==> src/rtl/pc_fetch_sequencer_if.sv <==
// pc_fetch_sequencer_if: control, instruction-memory and issue signals of the fetch sequencer
interface pc_fetch_sequencer_if #(
  parameter int PC_W    = 8,
  parameter int INSTR_W = 32
);
  logic               start;
  logic               jump_en;
  logic [PC_W-1:0]    jump_target;
  logic               imem_req;
  logic [PC_W-1:0]    imem_addr;
  logic               imem_ready;
  logic [INSTR_W-1:0] imem_rdata;
  logic               instr_valid;
  logic               instr_ready;
  logic [INSTR_W-1:0] instr;
  logic [PC_W-1:0]    pc;
  logic               halted;
  logic               misalign_err;
  modport master (
    output start, jump_en, jump_target, imem_ready, imem_rdata, instr_ready,
    input  imem_req, imem_addr, instr_valid, instr, pc, halted, misalign_err
  );
  modport slave (
    input  start, jump_en, jump_target, imem_ready, imem_rdata, instr_ready,
    output imem_req, imem_addr, instr_valid, instr, pc, halted, misalign_err
  );
endinterface

==> src/rtl/pc_fetch_sequencer.sv <==
// pc_fetch_sequencer: program counter and fetch/issue sequencer that halts at the exit address
module pc_fetch_sequencer #(
  parameter int              PC_W      = 8,
  parameter int              INSTR_W   = 32,
  parameter int              PC_STEP   = 4,
  parameter logic [PC_W-1:0] RESET_PC  = 8'h04,
  parameter logic [PC_W-1:0] EXIT_ADDR = 8'h80
) (
  input logic                clk,
  input logic                rst,
  pc_fetch_sequencer_if.slave bus
);
  typedef enum logic [1:0] {IDLE, FETCH, ISSUE, HALT} state_t;
  state_t             r_state;
  logic [PC_W-1:0]    r_pc;
  logic [INSTR_W-1:0] r_instr;
  logic               r_imem_req;
  logic               r_instr_valid;
  logic               r_halted;
  logic               r_misalign;
  logic [PC_W-1:0]    w_next_pc;
  logic               w_misalign;
  logic               w_exit;
  assign w_next_pc  = bus.jump_en ? bus.jump_target : r_pc + PC_W'(PC_STEP);
  assign w_misalign = bus.jump_en && |(bus.jump_target & PC_W'(PC_STEP - 1));
  assign w_exit     = w_next_pc == EXIT_ADDR;
  always_ff @(posedge clk) begin
    if (rst) begin
      r_state       <= IDLE;
      r_pc          <= RESET_PC;
      r_instr       <= '0;
      r_imem_req    <= 1'b0;
      r_instr_valid <= 1'b0;
      r_halted      <= 1'b0;
      r_misalign    <= 1'b0;
    end else begin
      case (r_state)
        IDLE: if (bus.start) begin
          r_state    <= FETCH;
          r_imem_req <= 1'b1;
        end
        FETCH: if (bus.imem_ready) begin
          r_instr       <= bus.imem_rdata;
          r_state       <= ISSUE;
          r_imem_req    <= 1'b0;
          r_instr_valid <= 1'b1;
        end
        ISSUE: if (bus.instr_ready) begin
          r_instr_valid <= 1'b0;
          if (w_misalign) begin
            r_misalign <= 1'b1;
            r_halted   <= 1'b1;
            r_state    <= HALT;
          end else begin
            r_pc       <= w_next_pc;
            r_halted   <= w_exit;
            r_imem_req <= !w_exit;
            r_state    <= w_exit ? HALT : FETCH;
          end
        end
        default: ;
      endcase
    end
  end
  assign bus.imem_req     = r_imem_req;
  assign bus.imem_addr    = r_pc;
  assign bus.pc           = r_pc;
  assign bus.instr_valid  = r_instr_valid;
  assign bus.instr        = r_instr;
  assign bus.halted       = r_halted;
  assign bus.misalign_err = r_misalign;
endmodule

==> src/flat_wrapper.sv <==
// flat-port wrapper written by rule: the top's interface ports become plain ports
module pc_fetch_sequencer_flat 
#(
  parameter int              PC_W      = 8,
  parameter int              INSTR_W   = 32,
  parameter int              PC_STEP   = 4,
  parameter logic [PC_W-1:0] RESET_PC  = 8'h04,
  parameter logic [PC_W-1:0] EXIT_ADDR = 8'h80
)
  (clk, rst, bus_start, bus_jump_en, bus_jump_target, bus_imem_ready, bus_imem_rdata, bus_instr_ready, bus_imem_req, bus_imem_addr, bus_instr_valid, bus_instr, bus_pc, bus_halted, bus_misalign_err);
  pc_fetch_sequencer_if #(.PC_W(PC_W), .INSTR_W(INSTR_W)) bus_i ();
  input logic clk;
  input logic rst;
  input wire logic [$bits(bus_i.start)-1:0] bus_start;
  input wire logic [$bits(bus_i.jump_en)-1:0] bus_jump_en;
  input wire logic [$bits(bus_i.jump_target)-1:0] bus_jump_target;
  input wire logic [$bits(bus_i.imem_ready)-1:0] bus_imem_ready;
  input wire logic [$bits(bus_i.imem_rdata)-1:0] bus_imem_rdata;
  input wire logic [$bits(bus_i.instr_ready)-1:0] bus_instr_ready;
  output wire logic [$bits(bus_i.imem_req)-1:0] bus_imem_req;
  output wire logic [$bits(bus_i.imem_addr)-1:0] bus_imem_addr;
  output wire logic [$bits(bus_i.instr_valid)-1:0] bus_instr_valid;
  output wire logic [$bits(bus_i.instr)-1:0] bus_instr;
  output wire logic [$bits(bus_i.pc)-1:0] bus_pc;
  output wire logic [$bits(bus_i.halted)-1:0] bus_halted;
  output wire logic [$bits(bus_i.misalign_err)-1:0] bus_misalign_err;
  assign bus_i.start = bus_start;
  assign bus_i.jump_en = bus_jump_en;
  assign bus_i.jump_target = bus_jump_target;
  assign bus_i.imem_ready = bus_imem_ready;
  assign bus_i.imem_rdata = bus_imem_rdata;
  assign bus_i.instr_ready = bus_instr_ready;
  assign bus_imem_req = bus_i.imem_req;
  assign bus_imem_addr = bus_i.imem_addr;
  assign bus_instr_valid = bus_i.instr_valid;
  assign bus_instr = bus_i.instr;
  assign bus_pc = bus_i.pc;
  assign bus_halted = bus_i.halted;
  assign bus_misalign_err = bus_i.misalign_err;
  pc_fetch_sequencer #(.PC_W(PC_W), .INSTR_W(INSTR_W), .PC_STEP(PC_STEP), .RESET_PC(RESET_PC), .EXIT_ADDR(EXIT_ADDR)) u_core (.clk(clk), .rst(rst), .bus(bus_i));
endmodule
==> config.mk <==
export PLATFORM = sky130hd
export DESIGN_NAME = pc_fetch_sequencer_flat
export DESIGN_NICKNAME = d
export VERILOG_FILES = /design/src/rtl/pc_fetch_sequencer_if.sv /design/src/rtl/pc_fetch_sequencer.sv /design/src/flat_wrapper.sv
export SDC_FILE = /design/constraint.sdc
export NUM_CORES = 1
export LEC_CHECK = 0
export CORE_MARGIN = 4
export CORE_UTILIZATION = 40
export CTS_CLUSTER_SIZE = 25
export DETAILED_ROUTE_END_ITERATION = 10
export GPL_TIMING_DRIVEN = 0
export PLACE_DENSITY_LB_ADDON = 0.15
export SYNTH_ARGS = -nofsm -noshare
export SYNTH_HDL_FRONTEND = slang
export SYNTH_SLANG_ARGS = --single-unit
==> constraint.sdc <==
create_clock -name clk -period 3.15 [get_ports clk]
set_input_delay 0.63 -clock clk [delete_from_list [all_inputs] [get_ports clk]]
set_output_delay 0.63 -clock clk [all_outputs]
set_load 0.01 [all_outputs]
# ---- Word-level counts from Yosys, hierarchy flattened
# Index checks and enable logic that the tools add are counted.
dict set report classes {
  reduce_logical 13
  eq_ne 7
  bitwise 1
  add_sub_neg 1
  mux 16
}
# op n
set op_table {}
lappend op_table {{$mux W2} 5}
lappend op_table {{$reduce_and A3 Y1} 3}
lappend op_table {{$add A8 B3 Y8 const B} 1}
lappend op_table {{$eq A8 B8 Y1 const B} 1}
lappend op_table {{$mux W8} 1}
lappend op_table {{$ne A2 B2 Y1 const B} 4}
lappend op_table {{$mux W1} 7}
lappend op_table {{$pmux W2 S3} 1}
lappend op_table {{$reduce_and A5 Y1} 1}
lappend op_table {{$reduce_and A2 Y1} 2}
lappend op_table {{$reduce_and A4 Y1} 1}
lappend op_table {{$pmux W1 S3} 1}
lappend op_table {{$reduce_bool A3 Y1} 1}
lappend op_table {{$eq A2 B1 Y1 const B} 1}
lappend op_table {{$eq A2 B2 Y1 const B} 1}
lappend op_table {{$logic_not A2 Y1} 1}
lappend op_table {{$pmux W1 S2} 1}
lappend op_table {{$reduce_bool A2 Y1} 1}
lappend op_table {{$reduce_or A2 Y1} 1}
lappend op_table {{$logic_and A1 B1 Y1} 1}
lappend op_table {{$logic_not A1 Y1} 1}
lappend op_table {{$not A1 Y1} 1}
dict set report totals {
  register_bits 46
  word_cells 45
  output_inout_bits 52
}

# ---- Logic depth before layout (Yosys ltp)
dict set report logic_depth {
  ltp_word 7
  mapped_depth 9
  ltp_nobuf 7
}

# ---- Least setup slack after synthesis
# Ideal clock, no wire load.
dict set report synth_path {
  kind {input port to flip-flop}
  startpoint {in bus_jump_en}
  endpoint {reg u_core.r_imem_req (netlist: u_core.bus.imem_req)}
  stages 6
  setup_slack_ns 0.832
  t_arrival_ns 2.193
  required_ns 3.025
  path_cell_list {buf_6 -> or4b_1 -> o22ai_1 -> nand2_1 -> a2111o_1 -> o41a_1}
}
dict set report synth_between {
  elab_chain_cells 6
}
# element line_no
set synth_rtl {}
lappend synth_rtl {{from (decl)} flat_wrapper.sv:15} ;# input wire logic [$bits(bus_i.jump_en)-1:0] bus_jump_en;
lappend synth_rtl {{$mux W8} pc_fetch_sequencer.sv:24} ;# assign w_next_pc = bus.jump_en ? bus.jump_target : r_pc + PC_W'(PC_STEP);
lappend synth_rtl {{$eq A8 B8 Y1} pc_fetch_sequencer.sv:26} ;# assign w_exit = w_next_pc == EXIT_ADDR;
lappend synth_rtl {{$logic_not A1 Y1} pc_fetch_sequencer.sv:57} ;# r_imem_req <= !w_exit;
lappend synth_rtl {{$mux W1} pc_fetch_sequencer.sv:50} ;# if (w_misalign) begin
lappend synth_rtl {{$mux W1} pc_fetch_sequencer.sv:48} ;# ISSUE: if (bus.instr_ready) begin
lappend synth_rtl {{$pmux W1 S3} pc_fetch_sequencer.sv:37} ;# case (r_state)
lappend synth_rtl {{to (signal assigned)} pc_fetch_sequencer.sv:57}
lappend synth_rtl {{to (decl)} pc_fetch_sequencer.sv:17} ;# logic r_imem_req;
# Parallel ways exist; a longest one is shown, timed or not. The select of a mux whose other input is x is not followed.
# A chain may end at the register's enable or synchronous reset.

# ---- Final worst setup path
dict set report layout_path {
  startpoint {in bus_jump_target[0]}
  endpoint {reg u_core.r_imem_req (netlist: u_core.bus.imem_req)}
}
dict set report layout_between {
  elab_chain_cells 6
}
# element line_no
set layout_rtl {}
lappend layout_rtl {{from (decl)} flat_wrapper.sv:16} ;# input wire logic [$bits(bus_i.jump_target)-1:0] bus_jump_target;
lappend layout_rtl {{$mux W8} pc_fetch_sequencer.sv:24}
lappend layout_rtl {{$eq A8 B8 Y1} pc_fetch_sequencer.sv:26}
lappend layout_rtl {{$logic_not A1 Y1} pc_fetch_sequencer.sv:57}
lappend layout_rtl {{$mux W1} pc_fetch_sequencer.sv:50}
lappend layout_rtl {{$mux W1} pc_fetch_sequencer.sv:48}
lappend layout_rtl {{$pmux W1 S3} pc_fetch_sequencer.sv:37}
# Parallel ways exist; a longest one is shown, timed or not. The select of a mux whose other input is x is not followed.

==> results.ini <==
[die]
die_h_um=78.90
core-area_um2=4786
die_w_um=78.90
initial_core_util_pct=42.01
die_area_um2=6225
rows=25
ios=98

[yosys]
async_flop_share_pct=0
syn_inst=254
ys_warn_count=0
synth.most_common_cell=nand2_1
synth_area_leaders=dfxtp_1 (46%), nand2_1 (14%), a21oi_1 (9.5%), ha_1 (3.7%), buf_4 (3.0%)
syn_nets=306
synth_seq_cells=46
avgSynthCellArea_um2=7.916
synth-edff-count=0
synth_cell_types=35
synth.top_cell.area_share_pct=45.80
netlist_area_um2=2011
synth-main-ff-cell=dfxtp_1
yosys.area.top_type=dfxtp_1
synth_common_cells=nand2_1 (75), dfxtp_1 (46), a21oi_1 (38), clkbuf_1 (15), nor2_1 (12)
seq_area_frac_synth_pct=45.80

[placement]
port-buffer-count=95
place_area_um2=3045
dpl.hpwl_mm=4.015
routabilityCongestion=0.8156

[worst_setup_path]
critPathRequiredTime_ns=3.34
crit_fanout=3
path_class=primary input to register
critPathArrivalTime_ns=2.61
cp-end-kind=register
rr_startpoint=u_core.bus.imem_addr[2]
ff2ff_path_depth=6
startpoint=bus_jump_target[0]
cp-start-kind=primary input

[detailed_routing]
wl_per_cell_um=12.51
dr_total_vias=2014
drc=0
drt_iter0_drc=98
dr.pass1.iters=4
wl_mm=5.304
ant_nets=0
viasPerCell=4.750

[timing]
final.setup_skew_ns=0.006808
worst_pin_slew_ns=0.4993
hold_viol_final=0
rsz0062_at_grt=false
report.final.slew_viol_count=0
timing.hold.ws_ns=0.4566
finalSetupTns_ns=0
fin_crit_sh_pct=77.09
slew_headroom_pct=66.71
fin_crit_ns=2.428
finalSetupViolCount=0
fmax_mhz=411.8

[clock_tree]
cts-resized-gates=0
h-tree-depth=2
cts_buffers=5
clk_latency_ns=0.29
cts.sink_count=46
clk_pin_slew_ns=0.09
cts_tree=done
post_cts_buffers=0
cts_root_buf=clkbuf_8
cts_hold_buf=0
clockBufferDepth=2

[global_routing]
grt_pass1_wl_mm=8.728
antenna_found_initial=0
grtUsageMet2_pct=30.05
grt_usage_pct=17.31
grt_max_degree=15
grt-busiest-layer=met2
grt-ovfl-total=0
grt_pass1_vias=1950
met1_usage_pct=19.80
grt_util_met3_pct=7.483

[power]
p_leak_nw=1.125
power_density_nw_per_um2=423.3
ir_worst_vdd_mv=0.3383

[finish]
num-fill-cells=420
fin_area_um2=3156
drive_above_1_share_pct=4.482
final_core_util_pct=65.93
area_growth_pct=56.94
fin_nets=408
num_antenna_cells=0

[worst_hold_path]
hp-start=u_core.bus.instr[28]
min_path_cells=2
hold_class=register to register

[run_status]
status=finished, final reports clean

[flow_run]
maxCapViolations=0

==> kinds of logic (layout without fill, tap and decap cells) <==
family	count (synthesis)	in the layout	synth area share, %
muxes	2	2	1.058
adders and majority gates	6	6	3.734
and+or+nand+nor	100	100	20.60
AOI/OAI and AO/OA	66	66	19.35
DFF	46	46	45.80
xor gates and xnor gates	4	4	1.743
buffers and inverters	30	133	7.716
==> power by group <==
| part | internal (mW) | switching [mW] | leakage (nW) |
|---|---|---|---|
| Sequential | 0.614 | 0.0188 | 0.374 |
| Clock | 0.237 | 0.195 | 0.0514 |
| Combinational | 0.147 | 0.124 | 0.700 |
| Total | 0.998 | 0.338 | 1.13 |
==> critical path, stage by stage <==
cell and delay (ns):
clkdlybuf4s50_1 0.42, or4b_1 0.51, o22ai_1 0.15, nand2_1 0.08
a2111o_1 0.44, o41a_1 0.38
==> metal layers <==
metal / vias up / wire length (µm)
met5: - / 0
met4: 0 / 38
met3: 5 / 501
met2: 61 / 2573
met1: 907 / 2191
li1: 1041 / -
==> metrics by stage <==
stage	cells	setup slack [ns]	power [mW]
2_1_floorplan	254	0.8320	0.7726
3_3_place_gp	416	0.4039	0.9144
3_5_place_dp	416	0.4066	0.9198
4_1_cts	424	0.7223	1.350
5_1_grt	424	0.6018	1.403
6_report	424	0.7217	1.336
==> state kept, by name, summed over array words and instances (netlist names) <==
name,flops
u_core.bus.instr,32
u_core.bus.imem_addr,8
u_core.r_state,2
u_core.bus.halted,1
u_core.bus.imem_req,1
u_core.bus.instr_valid,1
u_core.bus.misalign_err,1
==> final cells by class <==
cell class	count	area (µm²)	share of cell area [%]
well taps	67	83.83	2.657
multi-input cells	178	934.6	29.62
inverters	5	18.77	0.5948
clock inverters	2	37.54	1.190
clock buffers	6	72.57	2.300
plain buffers	25	136.4	4.322
repair buffers	95	950.9	30.13
flip-flops and latches	46	920.9	29.18
==> worst paths after layout <==
kind,slack (ns),endpoint
worst max-delay path,0.72,u_core.bus.imem_req
worst min-delay path,0.46,u_core.bus.instr[28]
worst max register to register,0.75,u_core.bus.imem_req
worst min register to register,0.46,u_core.bus.instr[28]
==> cell usage in the layout (no fill, tap or decap), types with 2 or more instances in the layout <==
| master | netlist | layout |
|---|---|---|
| a211oi_1 | 5 | 5 |
| a21oi_1 | 38 | 38 |
| a22oi_1 | 2 | 2 |
| and2_1 | 3 | 3 |
| buf_4 | 8 | 8 |
| clkbuf_1 | 15 | 16 |
| clkbuf_8 | 0 | 5 |
| clkdlybuf4s50_1 | 0 | 95 |
| dfxtp_1 | 46 | 46 |
| ha_1 | 6 | 6 |
| inv_1 | 5 | 5 |
| nand2_1 | 75 | 75 |
| nand3_1 | 3 | 3 |
| nor2_1 | 12 | 12 |
| nor2b_1 | 2 | 2 |
| o21a_1 | 3 | 3 |
| o21ai_0 | 6 | 6 |
| o21ai_1 | 3 | 3 |
| or4b_1 | 2 | 2 |
| xor2_1 | 3 | 3 |
(Power assumes the default switching activity.)
